`config.mk`:
```
export PLATFORM = sky130hd
export DESIGN_NAME = bomb_pool
export DESIGN_NICKNAME = d
export VERILOG_FILES = /design/src/rtl/bomb_pkg.sv /design/src/rtl/bomb_slot.sv /design/src/rtl/bomb_pool.sv
export SDC_FILE = /design/constraint.sdc
export NUM_CORES = 1
export LEC_CHECK = 0
export ABC_AREA = 1
export CORE_ASPECT_RATIO = 1.1
export CORE_UTILIZATION = 30
export CTS_BUF_LIST = sky130_fd_sc_hd__clkbuf_4 sky130_fd_sc_hd__clkbuf_8
export CTS_CLUSTER_DIAMETER = 120
export DETAILED_ROUTE_END_ITERATION = 12
export PLACE_DENSITY = 0.52
export SETUP_SLACK_MARGIN = 0.1
export SLEW_MARGIN = 0
export SYNTH_ARGS = -nofsm -noshare
export SYNTH_HDL_FRONTEND = slang
export SYNTH_SLANG_ARGS = --single-unit
```
`constraint.sdc`:
```
create_clock -name clk -period 3.1 [get_ports clk]
set_input_delay 0.465 -clock clk [delete_from_list [all_inputs] [get_ports clk]]
set_output_delay 0.465 -clock clk [all_outputs]
set_load 0.02 [all_outputs]
```
`src/rtl/bomb_pkg.sv`:
```
// Shared types and default timing for the bomb pool: slot FSM encoding and tick counts.
package bomb_pkg;

  typedef enum logic [1:0] {
    IDLE  = 2'd0,
    FUSE  = 2'd1,
    BLAST = 2'd2
  } slot_state_e;

  localparam int FUSE_TICKS_DEF  = 72;
  localparam int BLAST_TICKS_DEF = 24;

endpackage

```
`src/rtl/bomb_slot.sv`:
```
// One bomb slot: IDLE -> FUSE -> BLAST -> IDLE, a shared fuse/blast down-counter and latched position.
module bomb_slot
  import bomb_pkg::*;
#(
  parameter int COORD_W     = 10,
  parameter int TIMER_W     = 8,
  parameter int FUSE_TICKS  = FUSE_TICKS_DEF,
  parameter int BLAST_TICKS = BLAST_TICKS_DEF
) (
  input  logic               clk,
  input  logic               reset,
  input  logic               tick_i,
  input  logic               alloc_i,
  input  logic               chain_hit_i,
  input  logic [COORD_W-1:0] x_i,
  input  logic [COORD_W-1:0] y_i,
  output slot_state_e        state_o,
  output logic [TIMER_W-1:0] timer_o,
  output logic [COORD_W-1:0] x_o,
  output logic [COORD_W-1:0] y_o
);

  localparam logic [TIMER_W-1:0] FUSE_LD  = TIMER_W'(FUSE_TICKS);
  localparam logic [TIMER_W-1:0] BLAST_LD = TIMER_W'(BLAST_TICKS);
  localparam logic [TIMER_W-1:0] ONE      = TIMER_W'(1);

  slot_state_e        state_q, state_d;
  logic [TIMER_W-1:0] timer_q, timer_d;
  logic [COORD_W-1:0] x_q, x_d, y_q, y_d;

  // Allocation only happens from IDLE, so a tick in the accepting cycle never touches the new fuse.
  always_comb begin
    state_d = state_q;
    timer_d = timer_q;
    x_d     = x_q;
    y_d     = y_q;
    case (state_q)
      IDLE: begin
        if (alloc_i) begin
          state_d = FUSE;
          timer_d = FUSE_LD;
          x_d     = x_i;
          y_d     = y_i;
        end
      end
      FUSE: begin
        if (tick_i) begin
          if (timer_q == ONE || chain_hit_i) begin
            state_d = BLAST;
            timer_d = BLAST_LD;
          end else begin
            timer_d = timer_q - ONE;
          end
        end
      end
      BLAST: begin
        if (tick_i) begin
          if (timer_q == ONE) begin
            state_d = IDLE;
            timer_d = '0;
          end else begin
            timer_d = timer_q - ONE;
          end
        end
      end
      default: begin
        state_d = IDLE;
        timer_d = '0;
      end
    endcase
  end

  always_ff @(posedge clk or posedge reset) begin
    if (reset) begin
      state_q <= IDLE;
      timer_q <= '0;
      x_q     <= '0;
      y_q     <= '0;
    end else begin
      state_q <= state_d;
      timer_q <= timer_d;
      x_q     <= x_d;
      y_q     <= y_d;
    end
  end

  assign state_o = state_q;
  assign timer_o = timer_q;
  assign x_o     = x_q;
  assign y_o     = y_q;

endmodule

```
`src/rtl/bomb_pool.sv`:
```
// Pool of NUM_BOMBS timed bombs: priority allocation with duplicate rejection,
// chain detonation across blast bands, and packed per-slot status for the pixel logic.
module bomb_pool
  import bomb_pkg::*;
#(
  parameter int NUM_BOMBS   = 2,
  parameter int COORD_W     = 10,
  parameter int TIMER_W     = 8,
  parameter int FUSE_TICKS  = FUSE_TICKS_DEF,
  parameter int BLAST_TICKS = BLAST_TICKS_DEF,
  parameter int BLAST_HALF  = 26,
  parameter int BLINK_BIT   = 3
) (
  input  logic                         clk,
  input  logic                         reset,
  input  logic                         tick,
  input  logic                         place_req,
  input  logic [COORD_W-1:0]           place_x,
  input  logic [COORD_W-1:0]           place_y,
  output logic                         place_ack,
  output logic                         place_rej,
  output logic [NUM_BOMBS-1:0]         bomb_fuse,
  output logic [NUM_BOMBS-1:0]         bomb_visible,
  output logic [NUM_BOMBS-1:0]         bomb_blast,
  output logic [NUM_BOMBS*COORD_W-1:0] bomb_x_flat,
  output logic [NUM_BOMBS*COORD_W-1:0] bomb_y_flat,
  output logic [3:0]                   active_count,
  output logic                         any_blast
);

  localparam logic [COORD_W:0]   HALF_W     = (COORD_W+1)'(BLAST_HALF);
  localparam logic [TIMER_W-1:0] BLINK_MASK = TIMER_W'(1) << BLINK_BIT;

  slot_state_e        st_w  [NUM_BOMBS];
  logic [TIMER_W-1:0] tmr_w [NUM_BOMBS];
  logic [COORD_W-1:0] x_w   [NUM_BOMBS];
  logic [COORD_W-1:0] y_w   [NUM_BOMBS];

  logic [NUM_BOMBS-1:0] idle_v, fuse_v, blast_v, pick_v, alloc_v, hit_v;
  logic                 dup, found, accept;
  logic                 ack_q, ack_d, rej_q, rej_d;
  logic [3:0]           cnt;

  // Band test on sign-extended differences so coordinates near 0 and full scale compare correctly.
  function automatic logic near(input logic [COORD_W-1:0] a, input logic [COORD_W-1:0] b);
    logic signed [COORD_W:0] diff;
    logic [COORD_W:0]        mag;
    diff = $signed({1'b0, a}) - $signed({1'b0, b});
    mag  = (diff < 0) ? -diff : diff;
    return mag <= HALF_W;
  endfunction

  for (genvar g = 0; g < NUM_BOMBS; g++) begin : g_slot
    bomb_slot #(
      .COORD_W     (COORD_W),
      .TIMER_W     (TIMER_W),
      .FUSE_TICKS  (FUSE_TICKS),
      .BLAST_TICKS (BLAST_TICKS)
    ) u_slot (
      .clk         (clk),
      .reset       (reset),
      .tick_i      (tick),
      .alloc_i     (alloc_v[g]),
      .chain_hit_i (hit_v[g]),
      .x_i         (place_x),
      .y_i         (place_y),
      .state_o     (st_w[g]),
      .timer_o     (tmr_w[g]),
      .x_o         (x_w[g]),
      .y_o         (y_w[g])
    );

    assign idle_v[g]  = (st_w[g] == IDLE);
    assign fuse_v[g]  = (st_w[g] == FUSE);
    assign blast_v[g] = (st_w[g] == BLAST);
    assign bomb_visible[g] = fuse_v[g] && ((tmr_w[g] & BLINK_MASK) == '0);
    assign bomb_x_flat[g*COORD_W +: COORD_W] = x_w[g];
    assign bomb_y_flat[g*COORD_W +: COORD_W] = y_w[g];
  end

  always_comb begin
    dup    = 1'b0;
    found  = 1'b0;
    pick_v = '0;
    for (int i = 0; i < NUM_BOMBS; i++) begin
      if (fuse_v[i] && x_w[i] == place_x && y_w[i] == place_y) dup = 1'b1;
      if (idle_v[i] && !found) begin
        pick_v[i] = 1'b1;
        found     = 1'b1;
      end
    end
    accept  = place_req && found && !dup;
    alloc_v = accept ? pick_v : '0;
    ack_d   = accept;
    rej_d   = place_req && !accept;
  end

  // Chain hits look only at registered BLAST states, so a triggered bomb lags its trigger by one tick.
  always_comb begin
    hit_v = '0;
    for (int j = 0; j < NUM_BOMBS; j++) begin
      for (int k = 0; k < NUM_BOMBS; k++) begin
        if (k != j && fuse_v[j] && blast_v[k] &&
            (near(x_w[j], x_w[k]) || near(y_w[j], y_w[k])))
          hit_v[j] = 1'b1;
      end
    end
  end

  always_comb begin
    cnt = '0;
    for (int i = 0; i < NUM_BOMBS; i++) begin
      if (!idle_v[i]) cnt = cnt + 4'd1;
    end
  end

  always_ff @(posedge clk or posedge reset) begin
    if (reset) begin
      ack_q <= 1'b0;
      rej_q <= 1'b0;
    end else begin
      ack_q <= ack_d;
      rej_q <= rej_d;
    end
  end

  assign place_ack    = ack_q;
  assign place_rej    = rej_q;
  assign bomb_fuse    = fuse_v;
  assign bomb_blast   = blast_v;
  assign any_blast    = |blast_v;
  assign active_count = cnt;

endmodule

```
==> results of run 1 <==
-- routing by layer --
layer,part of all wire [%],GRT usage (%),up-vias
li1,-,-,3636
met1,46,27.2,3243
met2,48,33.9,163
met3,4.3,2.81,15
met4,1.1,3.95,0
met5,0,0,-
-- registers in the layout, indices dropped and copies added (netlist names) --
signal	flops
g_slot.u_slot.state_o	4
g_slot.u_slot.timer_o	16
g_slot.u_slot.x_o	20
g_slot.u_slot.y_o	20
place_ack	1
place_rej	1
-- logic make-up after synthesis --
logic type      Yosys count
compound gates          129
flops                    62
simple gates            593
other cells               1
buf+inv                 192
fa+ha+maj                50
xor+xnor                 40
-- per-stage QoR --
stage	instances	cell area, µm²	hold slack, ns	worst slack (ns)	util (%)
6_report	1498	8680	0.512	0.275	40.5
5_1_grt	1498	8680	0.540	0.0650	40.5
4_1_cts	1484	8240	0.507	0.111	38.4
3_5_place_dp	1468	8000	0.495	-0.00375	37.3
3_3_place_gp	1468	8000	0.492	0.0413	37.3
2_1_floorplan	1068	6610	0.471	0.457	-
-- cell type report --
class / count / share of cell area (%)
Multi-Input combinational cell: 815 / 53.3
Sequential cell: 62 / 17.9
Timing Repair Buffer: 143 / 14.5
Inverter: 172 / 7.44
Tap cell: 290 / 4.18
Clock buffer: 10 / 1.59
Clock inverter: 6 / 1.08
-- placed cells by master, fill, tap and decap left out, types with 11 or more instances in the layout --
master,netlist,routed
a21oi_1,41,35
buf_4,4,69
clkdlybuf4s50_1,0,74
dfrtp_1,62,59
ha_1,46,35
inv_1,171,162
nand2_1,359,348
nand2_2,9,19
nand3_1,93,84
nand3_2,4,11
nand4_1,15,15
nor2_1,88,73
nor2_2,3,14
o21ai_0,52,51
o22ai_1,14,14
xnor2_1,16,16
xor2_1,24,19
-- cell usage after synthesis, drive strengths merged, types with 2 or more instances --
library cell    n  area share (%)
dfrtp          62              23
o22ai          14             1.3
nor4            6            0.57
a21oi          41             3.1
o2111ai         3            0.40
o21ai          54             4.2
a221oi          2            0.27
xnor2          16             2.1
nand4          15             1.4
clkbuf          4            0.25
o21bai          7            0.80
ha             46             8.7
nor3            2            0.15
a21boi          2            0.28
nand3          97             7.7
or2             2            0.19
xor2           24             3.2
nor2           94             5.8
nand2         371              22
fa              4             1.2
buf            16             1.8
nand3b          3            0.40
inv           172             9.8
o211ai          2            0.23
or3             2            0.19
-- timing repair --
item / CTS / global route
buffers inserted: 0 / 13
gates resized for setup: 3 / 87
endpoints found under the setup margin: 10 / 20
hold buffers: 0 / 0
pin swaps: 0 / 18
cloned: 0 / 1
-- final timing paths --
| path | start | to | depth (start not counted) |
|---|---|---|---|
| min in group clk | g_slot[1].u_slot.timer_o[1]$_DFFE_PP0P_ | g_slot[1].u_slot.timer_o[1]$_DFFE_PP0P_ | 2 |
| setup / recovery | g_slot[1].u_slot.y_o[0]$_DFFE_PP0P_ | g_slot[1].u_slot.timer_o[6]$_DFFE_PP0P_ | 22 |
| setup reg to reg | g_slot[1].u_slot.y_o[0]$_DFFE_PP0P_ | g_slot[1].u_slot.timer_o[6]$_DFFE_PP0P_ | 22 |
| max in group asynchronous | reset | g_slot[0].u_slot.x_o[1]$_DFFE_PP0P_ | 3 |
| hold reg to reg | g_slot[1].u_slot.timer_o[1]$_DFFE_PP0P_ | g_slot[1].u_slot.timer_o[1]$_DFFE_PP0P_ | 2 |
| hold / removal | reset | g_slot[0].u_slot.y_o[6]$_DFFE_PP0P_ | 2 |
-- critical path: stages (launching register included) --
cell	delay [ns]
dfrtp_1	0.43
inv_2	0.10
ha_4	0.14
inv_2	0.04
fa_2	0.43
nand2_1	0.09
inv_1	0.06
nor2_4	0.16
nor2_4	0.06
buf_4	0.13
xnor2_1	0.14
nand2_1	0.09
nand3_1	0.07
nand2_1	0.05
nand2_1	0.06
nand2_1	0.07
nand3_2	0.10
nand2_2	0.08
nand2_2	0.10
nand3_4	0.09
nand2_4	0.11
nand3_1	0.07
nand2_1	0.08
==> results list, run 1 <==
- The synthesized netlist devotes 38.2% of its cell area to simple gates.
- The synthesized netlist devotes 11.2% of its cell area to compound gates.
- The initial antenna violation count came to 0.
- Wires add up to 22.0 mm.
- The cell sitting at the root of the clock tree is a clkbuf_8.
- Synthesis inferred 62 register bits.
* Number of design rule violations left after detail routing: 0
- Hold Fails Final Rpt: 0
- Entering global routing, the biggest net connects 31 pins.
- In the routed layout, each cell is associated on average with a via count of 4.71.
- Status: finished clean
- In the final timing run, aggregate negative setup slack is 0 ns.
- Max Clk Rate: 354 MHz
- The number of antenna diodes in the final layout is 0.
* Post-synthesis sequential area ratio: 23.5%
- Startpoint-to-endpoint class of the critical path: reg -> reg
- Clock buffers created by TritonCTS: 9
- Summing the areas of all fa, ha and maj instances in the mapped netlist gives 9.92% of the synthesized area.
- Std-Cell Rows: 56
- Shortest period the worst path allows: 2.82 ns
- Setup repair after global routing left no endpoint under its margin.
- In this run the worst hold path is classified as in -> async.
- Number of top-level pins: 77
* Die X-Extent: 144 µm
- First-pass GRT wire length: 34.7 mm
* GPL Wtd Cong: 0.867
- CTS tree: yes
* Final setup violation count: 0
- Kind of capture point of the worst setup path: flop
- Max transition margin: 56.8%
- Worst Path Required: 3.40 ns
* Flip-flop cell with the highest count after synthesis: dfrtp_1
- The Yosys step of the flow raised 0 warnings.
* Main combinational cell family by area after synthesis: simple AND/OR/NAND/NOR gates
* XOR/XNOR Fraction of Synth Area: 5.30%
- Max-cap violations in this run came to 0.
* Net count, final: 1277
- Area taken by flip-flops and latches: 1560 µm²
* Source-to-sink clock delay at the later pin of the worst-skew pair: 0.36 ns
- In this run the remaining antenna-violating nets after routing total 0.
* Post-DP HPWL: 18.0 mm
* Number of sinks on the clock net: 62
- DRT iter0 DRCs: 493
* Vert. Die Dim: 158 µm
- Maximum fanout along the worst path: 6
- Tot GR Track Use: 20.1%
- The worst setup path is launched from a flop.
* Total area of multi-input combinational cells: 4620 µm²
* Worst clock skew: 0.0103 ns
* Fraction of final layout cells with drive strength greater than 1: 15.7%
* Core Region: 21400 µm²
* Via count of the first global-routing pass: 6570
- Counting flops with an async set or reset pin after synthesis yields a share of 100%.
- The layout has 2329 filler cells.
- The H-tree was split into 3 levels.
- The routed layout has 7057 vias.
- The area growth from synthesis to layout is 31.3%.
- Count of flip-flops with a built-in enable after synthesis: 0
- Slew Limit Fails: 0
* Setup slack, reg-to-reg: 0.28 ns
- Die Outline Area: 22600 µm²
* Synthesized area per cell: 6.19 µm²
* Multiplexer fraction of the synthesized cell area: 0%
* Aggregate global routing overflow: 0
- Count of buffers from port buffering: 74
- Average wire per standard cell: 14.7 µm
- For the pin with the worst max-slew slack, the measured transition is 0.648 ns.
- The synthesized netlist contains 43 unique library cells.
- Clock input transition at the sequential cells of the worst setup and hold paths: 0.08 ns
* Starting utilization of the core area: 30.8%
- Number of buffers between clock root and the deepest sink: 2
* Worst path arrival time: 3.12 ns
- Summing every instance area after synthesis gives 6610 µm².
- After technology mapping, the gate count stands at 1067.
- Before antenna repair, the detailed router went through 8 iterations.
- Of the available clock period, the critical path in the final layout requires 91.1%.
Power of run 1 is left out: the tool's default activity adds up to more than one toggle a clock period on the data nets, which glitch-free logic cannot reach.
==> run 2, diff against run 1 <==
- SLEW_MARGIN: 0 -> 20
==> results of run 2 <==
No change in the layout: final DEF, timing and power equal those of run 1.
Power of run 2 is left out for the same reason.
